--- config.mk ---
export PLATFORM = sky130hd
export DESIGN_NAME = dbus_uart_tx
export DESIGN_NICKNAME = d
export VERILOG_FILES = /design/src/rtl/dbus_uart_tx.sv
export SDC_FILE = /design/constraint.sdc
export NUM_CORES = 1
export LEC_CHECK = 0
export CAP_MARGIN = 20
export CORE_ASPECT_RATIO = 0.5
export CORE_MARGIN = 2
export CORE_UTILIZATION = 39
export CTS_CLUSTER_DIAMETER = 200
export CTS_CLUSTER_SIZE = 8
export DETAILED_ROUTE_END_ITERATION = 16
export PLACE_DENSITY = 0.58
export SETUP_SLACK_MARGIN = 0.3
export SLEW_MARGIN = 25
export SYNTH_ARGS = -nofsm -noshare
export SYNTH_HDL_FRONTEND = slang
export SYNTH_SLANG_ARGS = --single-unit
--- constraint.sdc ---
create_clock -name CLK -period 4 [get_ports CLK]
set_input_delay 1 -clock CLK [delete_from_list [all_inputs] [get_ports CLK]]
set_output_delay 1 -clock CLK [all_outputs]
set_load 0.1 [all_outputs]
--- src/rtl/dbus_uart_tx.sv ---
// Memory-mapped 8N1 UART transmitter on the TinuC data bus: TX FIFO, serializer, status/baud/ctrl registers.
// Optional parity bit between data and stop is built when UART_PARITY_EN is defined.
module dbus_uart_tx #(
    parameter logic [9:0]  BASE_ADDR   = 10'h3FC,
    parameter int          FIFO_DEPTH  = 8,
    parameter logic [15:0] DEFAULT_DIV = 16'd434
) (
    input  logic        CLK,
    input  logic        RESET,
    input  logic [9:0]  daddr,
    input  logic [31:0] ddata_w,
    input  logic        d_rw,
    output logic [31:0] ddata_r,
    output logic        txd,
    output logic        irq
);

    localparam int PTR_W = $clog2(FIFO_DEPTH);
    localparam int CNT_W = PTR_W + 1;

    typedef enum logic [2:0] {
        S_IDLE,
        S_START,
        S_DATA,
        S_PARITY,
        S_STOP
    } state_t;

    // ------------------------------------------------------------------
    // Bus decode
    // ------------------------------------------------------------------
    logic       sel;
    logic [1:0] idx;
    logic       wr_en;
    logic       rd_en;
    logic       push_req;
    logic       unused_ddata;

    assign sel          = (daddr[9:2] == BASE_ADDR[9:2]);
    assign idx          = daddr[1:0];
    assign wr_en        = sel & d_rw;
    assign rd_en        = sel & ~d_rw;
    assign push_req     = wr_en & (idx == 2'd0);
    assign unused_ddata = ^ddata_w[31:16];

    // ------------------------------------------------------------------
    // State
    // ------------------------------------------------------------------
    logic [7:0]       fifo_mem [FIFO_DEPTH];
    logic [PTR_W-1:0] wr_ptr_q, wr_ptr_d;
    logic [PTR_W-1:0] rd_ptr_q, rd_ptr_d;
    logic [CNT_W-1:0] count_q, count_d;
    logic             ovf_q, ovf_d;
    logic [15:0]      div_q, div_d;
    logic             enable_q, enable_d;
    logic             irq_en_q, irq_en_d;
    logic             ctrl_odd;

    state_t           state_q, state_d;
    logic [15:0]      baud_cnt_q, baud_cnt_d;
    logic [2:0]       bit_cnt_q, bit_cnt_d;
    logic [7:0]       shift_q, shift_d;
    logic [15:0]      act_div_q, act_div_d;
    logic             txd_q, txd_d;
    logic [31:0]      ddata_r_q, ddata_r_d;

`ifdef UART_PARITY_EN
    logic             odd_q, odd_d;
    logic             parity_q, parity_d;
    assign ctrl_odd = odd_q;
`else
    assign ctrl_odd = 1'b0;
`endif

    logic        fifo_empty;
    logic        fifo_full;
    logic        push_ok;
    logic        pop;
    logic        busy;
    logic        can_start;
    logic [7:0]  fifo_head;
    logic [15:0] load_cnt;
    logic [15:0] reload_cnt;
    logic        baud_tick;

    assign fifo_empty = (count_q == '0);
    assign fifo_full  = (count_q == CNT_W'(FIFO_DEPTH));
    assign fifo_head  = fifo_mem[rd_ptr_q];
    assign busy       = (state_q != S_IDLE);
    assign can_start  = enable_q & ~fifo_empty;
    assign baud_tick  = (baud_cnt_q == 16'd0);
    // A zero divisor behaves as one cycle per bit: the countdown reloads to 0.
    assign load_cnt   = (div_q == 16'd0) ? 16'd0 : div_q - 16'd1;
    assign reload_cnt = (act_div_q == 16'd0) ? 16'd0 : act_div_q - 16'd1;

    // A push into a full FIFO still lands if the serializer pops in the same cycle.
    assign push_ok = push_req & (~fifo_full | pop);

    // ------------------------------------------------------------------
    // Serializer FSM
    // ------------------------------------------------------------------
    always_comb begin
        state_d    = state_q;
        baud_cnt_d = baud_cnt_q;
        bit_cnt_d  = bit_cnt_q;
        shift_d    = shift_q;
        act_div_d  = act_div_q;
        pop        = 1'b0;
        txd_d      = 1'b1;
`ifdef UART_PARITY_EN
        parity_d   = parity_q;
`endif
        case (state_q)
            S_IDLE: begin
                txd_d = 1'b1;
                if (can_start) begin
                    pop        = 1'b1;
                    shift_d    = fifo_head;
                    act_div_d  = div_q;
                    baud_cnt_d = load_cnt;
                    bit_cnt_d  = 3'd0;
                    state_d    = S_START;
`ifdef UART_PARITY_EN
                    parity_d   = (^fifo_head) ^ ctrl_odd;
`endif
                end
            end
            S_START: begin
                txd_d = 1'b0;
                if (baud_tick) begin
                    baud_cnt_d = reload_cnt;
                    bit_cnt_d  = 3'd0;
                    state_d    = S_DATA;
                end else begin
                    baud_cnt_d = baud_cnt_q - 16'd1;
                end
            end
            S_DATA: begin
                txd_d = shift_q[0];
                if (baud_tick) begin
                    baud_cnt_d = reload_cnt;
                    shift_d    = {1'b0, shift_q[7:1]};
                    if (bit_cnt_q == 3'd7) begin
`ifdef UART_PARITY_EN
                        state_d = S_PARITY;
`else
                        state_d = S_STOP;
`endif
                    end else begin
                        bit_cnt_d = bit_cnt_q + 3'd1;
                    end
                end else begin
                    baud_cnt_d = baud_cnt_q - 16'd1;
                end
            end
            S_PARITY: begin
`ifdef UART_PARITY_EN
                txd_d = parity_q;
`else
                txd_d = 1'b1;
`endif
                if (baud_tick) begin
                    baud_cnt_d = reload_cnt;
                    state_d    = S_STOP;
                end else begin
                    baud_cnt_d = baud_cnt_q - 16'd1;
                end
            end
            S_STOP: begin
                txd_d = 1'b1;
                if (baud_tick) begin
                    // Chain straight into the next frame so there is no idle gap.
                    if (can_start) begin
                        pop        = 1'b1;
                        shift_d    = fifo_head;
                        act_div_d  = div_q;
                        baud_cnt_d = load_cnt;
                        bit_cnt_d  = 3'd0;
                        state_d    = S_START;
`ifdef UART_PARITY_EN
                        parity_d   = (^fifo_head) ^ ctrl_odd;
`endif
                    end else begin
                        state_d = S_IDLE;
                    end
                end else begin
                    baud_cnt_d = baud_cnt_q - 16'd1;
                end
            end
            default: begin
                state_d = S_IDLE;
            end
        endcase
    end

    // ------------------------------------------------------------------
    // FIFO pointers, registers, read mux
    // ------------------------------------------------------------------
    always_comb begin
        wr_ptr_d = wr_ptr_q;
        rd_ptr_d = rd_ptr_q;
        count_d  = count_q;
        if (push_ok) begin
            wr_ptr_d = wr_ptr_q + PTR_W'(1);
        end
        if (pop) begin
            rd_ptr_d = rd_ptr_q + PTR_W'(1);
        end
        count_d = count_q + CNT_W'(push_ok) - CNT_W'(pop);
    end

    always_comb begin
        ovf_d    = ovf_q;
        div_d    = div_q;
        enable_d = enable_q;
        irq_en_d = irq_en_q;
`ifdef UART_PARITY_EN
        odd_d    = odd_q;
`endif
        if (wr_en) begin
            case (idx)
                2'd1: if (ddata_w[7]) ovf_d = 1'b0;
                2'd2: div_d = ddata_w[15:0];
                2'd3: begin
                    enable_d = ddata_w[0];
                    irq_en_d = ddata_w[1];
`ifdef UART_PARITY_EN
                    odd_d    = ddata_w[2];
`endif
                end
                default: ;
            endcase
        end
        if (push_req & fifo_full & ~pop) begin
            ovf_d = 1'b1;
        end
    end

    logic [31:0] cnt_ext;
    logic [31:0] status_word;
    logic [31:0] rd_data;

    assign cnt_ext     = 32'(count_q);
    assign status_word = {24'd0, ovf_q, busy, fifo_full, fifo_empty, cnt_ext[3:0]};

    always_comb begin
        rd_data = 32'd0;
        case (idx)
            2'd1:    rd_data = status_word;
            2'd2:    rd_data = {16'd0, div_q};
            2'd3:    rd_data = {29'd0, ctrl_odd, irq_en_q, enable_q};
            default: rd_data = 32'd0;
        endcase
        ddata_r_d = rd_en ? rd_data : 32'd0;
    end

    // ------------------------------------------------------------------
    // Flops
    // ------------------------------------------------------------------
    always_ff @(posedge CLK) begin
        if (push_ok) begin
            fifo_mem[wr_ptr_q] <= ddata_w[7:0];
        end
    end

    always_ff @(posedge CLK or posedge RESET) begin
        if (RESET) begin
            wr_ptr_q   <= '0;
            rd_ptr_q   <= '0;
            count_q    <= '0;
            ovf_q      <= 1'b0;
            div_q      <= DEFAULT_DIV;
            enable_q   <= 1'b0;
            irq_en_q   <= 1'b0;
            state_q    <= S_IDLE;
            baud_cnt_q <= 16'd0;
            bit_cnt_q  <= 3'd0;
            shift_q    <= 8'd0;
            act_div_q  <= DEFAULT_DIV;
            txd_q      <= 1'b1;
            ddata_r_q  <= 32'd0;
        end else begin
            wr_ptr_q   <= wr_ptr_d;
            rd_ptr_q   <= rd_ptr_d;
            count_q    <= count_d;
            ovf_q      <= ovf_d;
            div_q      <= div_d;
            enable_q   <= enable_d;
            irq_en_q   <= irq_en_d;
            state_q    <= state_d;
            baud_cnt_q <= baud_cnt_d;
            bit_cnt_q  <= bit_cnt_d;
            shift_q    <= shift_d;
            act_div_q  <= act_div_d;
            txd_q      <= txd_d;
            ddata_r_q  <= ddata_r_d;
        end
    end

`ifdef UART_PARITY_EN
    always_ff @(posedge CLK or posedge RESET) begin
        if (RESET) begin
            odd_q    <= 1'b0;
            parity_q <= 1'b0;
        end else begin
            odd_q    <= odd_d;
            parity_q <= parity_d;
        end
    end
`endif

    assign txd     = txd_q;
    assign ddata_r = ddata_r_q;
    assign irq     = irq_en_q & ((fifo_empty & ~busy) | ovf_q);

endmodule

==> flow_metrics.tcl <==
set metrics [dict create \
    async_reset_ff_share_pct 59.0 \
    drive_gt1_share_pct 16.6 \
    worst_slew_pin_slew_ns 0.988 \
    initial_core_util_pct 39.8 \
    finalMaxSlewViolations 0 \
    via_count 5215 \
    ys_warn_count 0 \
    hold_path.class "register to register" \
    cts_root_buffer "clkbuf_16" \
    overflow 0 \
    min_to "shift_q[7]$_DFFE_PP0P_" \
    synth_top_area_cell "dfrtp_1" \
    grt_pass1_wl_um 28100 \
    fin_area_mm2 0.00916 \
    cts_tree "done" \
    timing.final.ws_setup_ns 0.622 \
    antenna_cells 0 \
    synthTopCellsByArea "dfrtp_1 26%, edfxtp_1 25%, mux4_2 4.6%, dfstp_2 3.7%, mux2_2 3.2%" \
    critPathLaunch "count_q[2]$_DFF_PP0_" \
    grt_use_total_pct 17.3 \
    min_period_over_period_pct 84.5 \
    gp_congestion 0.886 \
    ant_nets 0 \
    reg2reg_from "baud_cnt_q[0]$_DFFE_PP0P_" \
    setup_tns_ns 0 \
    die_h_um 104 \
    fp.dieW_um 204 \
    ff2ff_path_depth 10 \
    synth_cells 649 \
    drtIter0Drc 464 \
    antenna_found_initial 0 \
    worstSkewPairLatency_ns 0.43 \
    grt_max_degree 55 \
    power_density_mw_per_mm2 578 \
    post-place-ws_ns 0.491 \
    fp.dieArea_mm2 0.0211 \
    synth_flop_cell "dfrtp_1" \
    port_buffers 46 \
    rsz0062_at_grt "false" \
    wirelength_um 17400 \
    syn_to_final_growth_pct 17.9 \
    clk_pin_slew_ns 0.07 \
    syn_area_per_cell_um2 12.0 \
    clock.fmax_mhz 296 \
    design.core.area_mm2 0.0195 \
    drcViolationCount 0 \
    wl_per_cell_um 17.6 \
    cts_hold_buf 0 \
    ys_ff_latch 156 \
    slew_headroom_pct 33.9 \
    required_ns 3.00 \
    cts_num_sinks 156 \
    placed_area_mm2 0.00852 \
    cts_buffers 17 \
    synth_area_mm2 0.00776 \
    ios 79 \
    htreeDepth 4 \
    maxCapViolations 0 \
    yosysSeqAreaShare_pct 54.6 \
    detailed_place_hpwl_um 12300 \
    nNetsFinal 769 \
    fin_skew_ns 0.0115 \
    synth-edff-count 64 \
    critical_path.max_fanout 5 \
    crit_type "register to output port" \
    status "complete, no violations" \
    synth_top_area_share_pct 26.1 \
    r2r-end "fifo_mem[1][0]$_DFFE_PP_" \
    regToRegSetupSlack_ns 0.92 \
    hp-start "shift_q[7]$_DFFE_PP0P_" \
    post-route-min-period_ns 3.38 \
    power.leakage_nw 3.72 \
    firstDrtPassIters 5 \
    clockBufferDepth 2 \
    via_per_inst 5.28 \
    cts-resized-gates 0 \
    yosysUniqueCellTypes 76 \
    grt_pass1_vias 5191 \
    vdd_ir_drop_max_uv 339 \
    hold_viol_final 0 \
    post-cts-setup-buffer-count 0 \
    arrival_ns 2.38 \
    rows 36 \
    worst_setup_path_start_kind "register" \
    final-setup-viol-count 0 \
    endpoint_kind "output port" \
    whs_path_depth 2 \
]
[per-stage QoR]
step	std cells	power (W)	hold slack [ns]	util, %
finish	987	0.00529	0.488	46.9
global route	987	0.00559	0.509	46.9
CTS	987	0.00533	0.485	46.9
detailed placement	955	0.00357	0.470	43.7
global placement	955	0.00355	0.463	43.7
floorplan	664	0.00321	0.449	-
[per-layer routing]
layer,track usage (%),wire length (um),vias up
li1,-,-,2473
met3,3.62,649,26
met1,24.0,8320,2583
met2,27.0,8110,133
met4,6.26,287,0
met5,0,0,-
[critical path, cell delays in order (launching register included)]
cell	delay (ns)
dfrtp_1	0.41
inv_1	0.12
ha_1	0.15
nor3b_1	0.61
a21oi_1	0.14
nor2b_1	0.20
buf_4	0.32
[final cells by class]
class	instances	area, um^2
repair buffers	65	601
flip-flops and latches	156	4240
inverters	18	70.1
multi-input cells	450	3280
clock inverters	13	189
clock buffers	19	443
well taps	266	333
fillers	1785	10300
[layout by cell type (no fill, tap or decap), drive strengths merged, types with 23 or more instances in the layout]
| cell | count |
|---|---|
| nor2 | 56 |
| clkdlybuf4s50 | 45 |
| a21oi | 23 |
| xor2 | 23 |
| mux2 | 34 |
| nand2 | 58 |
| o21ai | 35 |
| edfxtp | 64 |
| dfrtp | 81 |
[Yosys cell counts, types with 7 or more instances]
library cell	count
a21oi_1	22
a22oi_1	9
and2_1	9
buf_2	8
buf_4	18
clkbuf_1	12
dfrtp_1	81
dfstp_2	11
edfxtp_1	64
ha_1	15
inv_1	17
mux2_1	12
mux2_2	22
mux2i_1	12
mux4_2	16
nand2_1	57
nand2b_1	8
nand3_1	13
nor2_1	55
nor3_1	11
nor4_1	8
o21ai_0	15
o21ai_1	19
o31ai_1	7
xnor2_1	12
xor2_1	23
[cell families after synthesis]
group	Yosys count	share of synthesized area [%]
AOI/OAI and AO/OA	116	9.85
xor gates and xnor gates	35	3.95
adders and majority gates	16	2.68
buffers and inverters	58	3.90
DFF	156	54.6
muxes	62	11.1
other	1	0.0483
and+or+nand+nor	205	13.9
[worst max path at each step]
stage	cells past startpoint	slack (ns)	to
floorplan	5	0.57	irq
global placement	10	0.53	count_q[2]$_DFF_PP0_
detailed placement	10	0.49	count_q[2]$_DFF_PP0_
CTS	6	0.62	irq
global route	6	0.44	irq
finish	6	0.62	irq
[flip-flops by register name, indices dropped and copies added (netlist names)]
signal and count:
txd 1, baud_cnt_q 16, count_q 4, div_q 16
ovf_q 1, shift_q 8, fifo_mem 64, enable_q 1
ddata_r 16, rd_ptr_q 3, act_div_q 16, wr_ptr_q 3
irq_en_q 1, bit_cnt_q 3, state_q 3
[report_power, final]
group | switching (W) | internal (W) | total [W]
combinational | 0.000878 | 0.000641 | 0.00152
clock | 0.000674 | 0.00107 | 0.00174
sequential | 0.000219 | 0.00181 | 0.00203
Note: power is estimated with default switching activity, not from simulation.
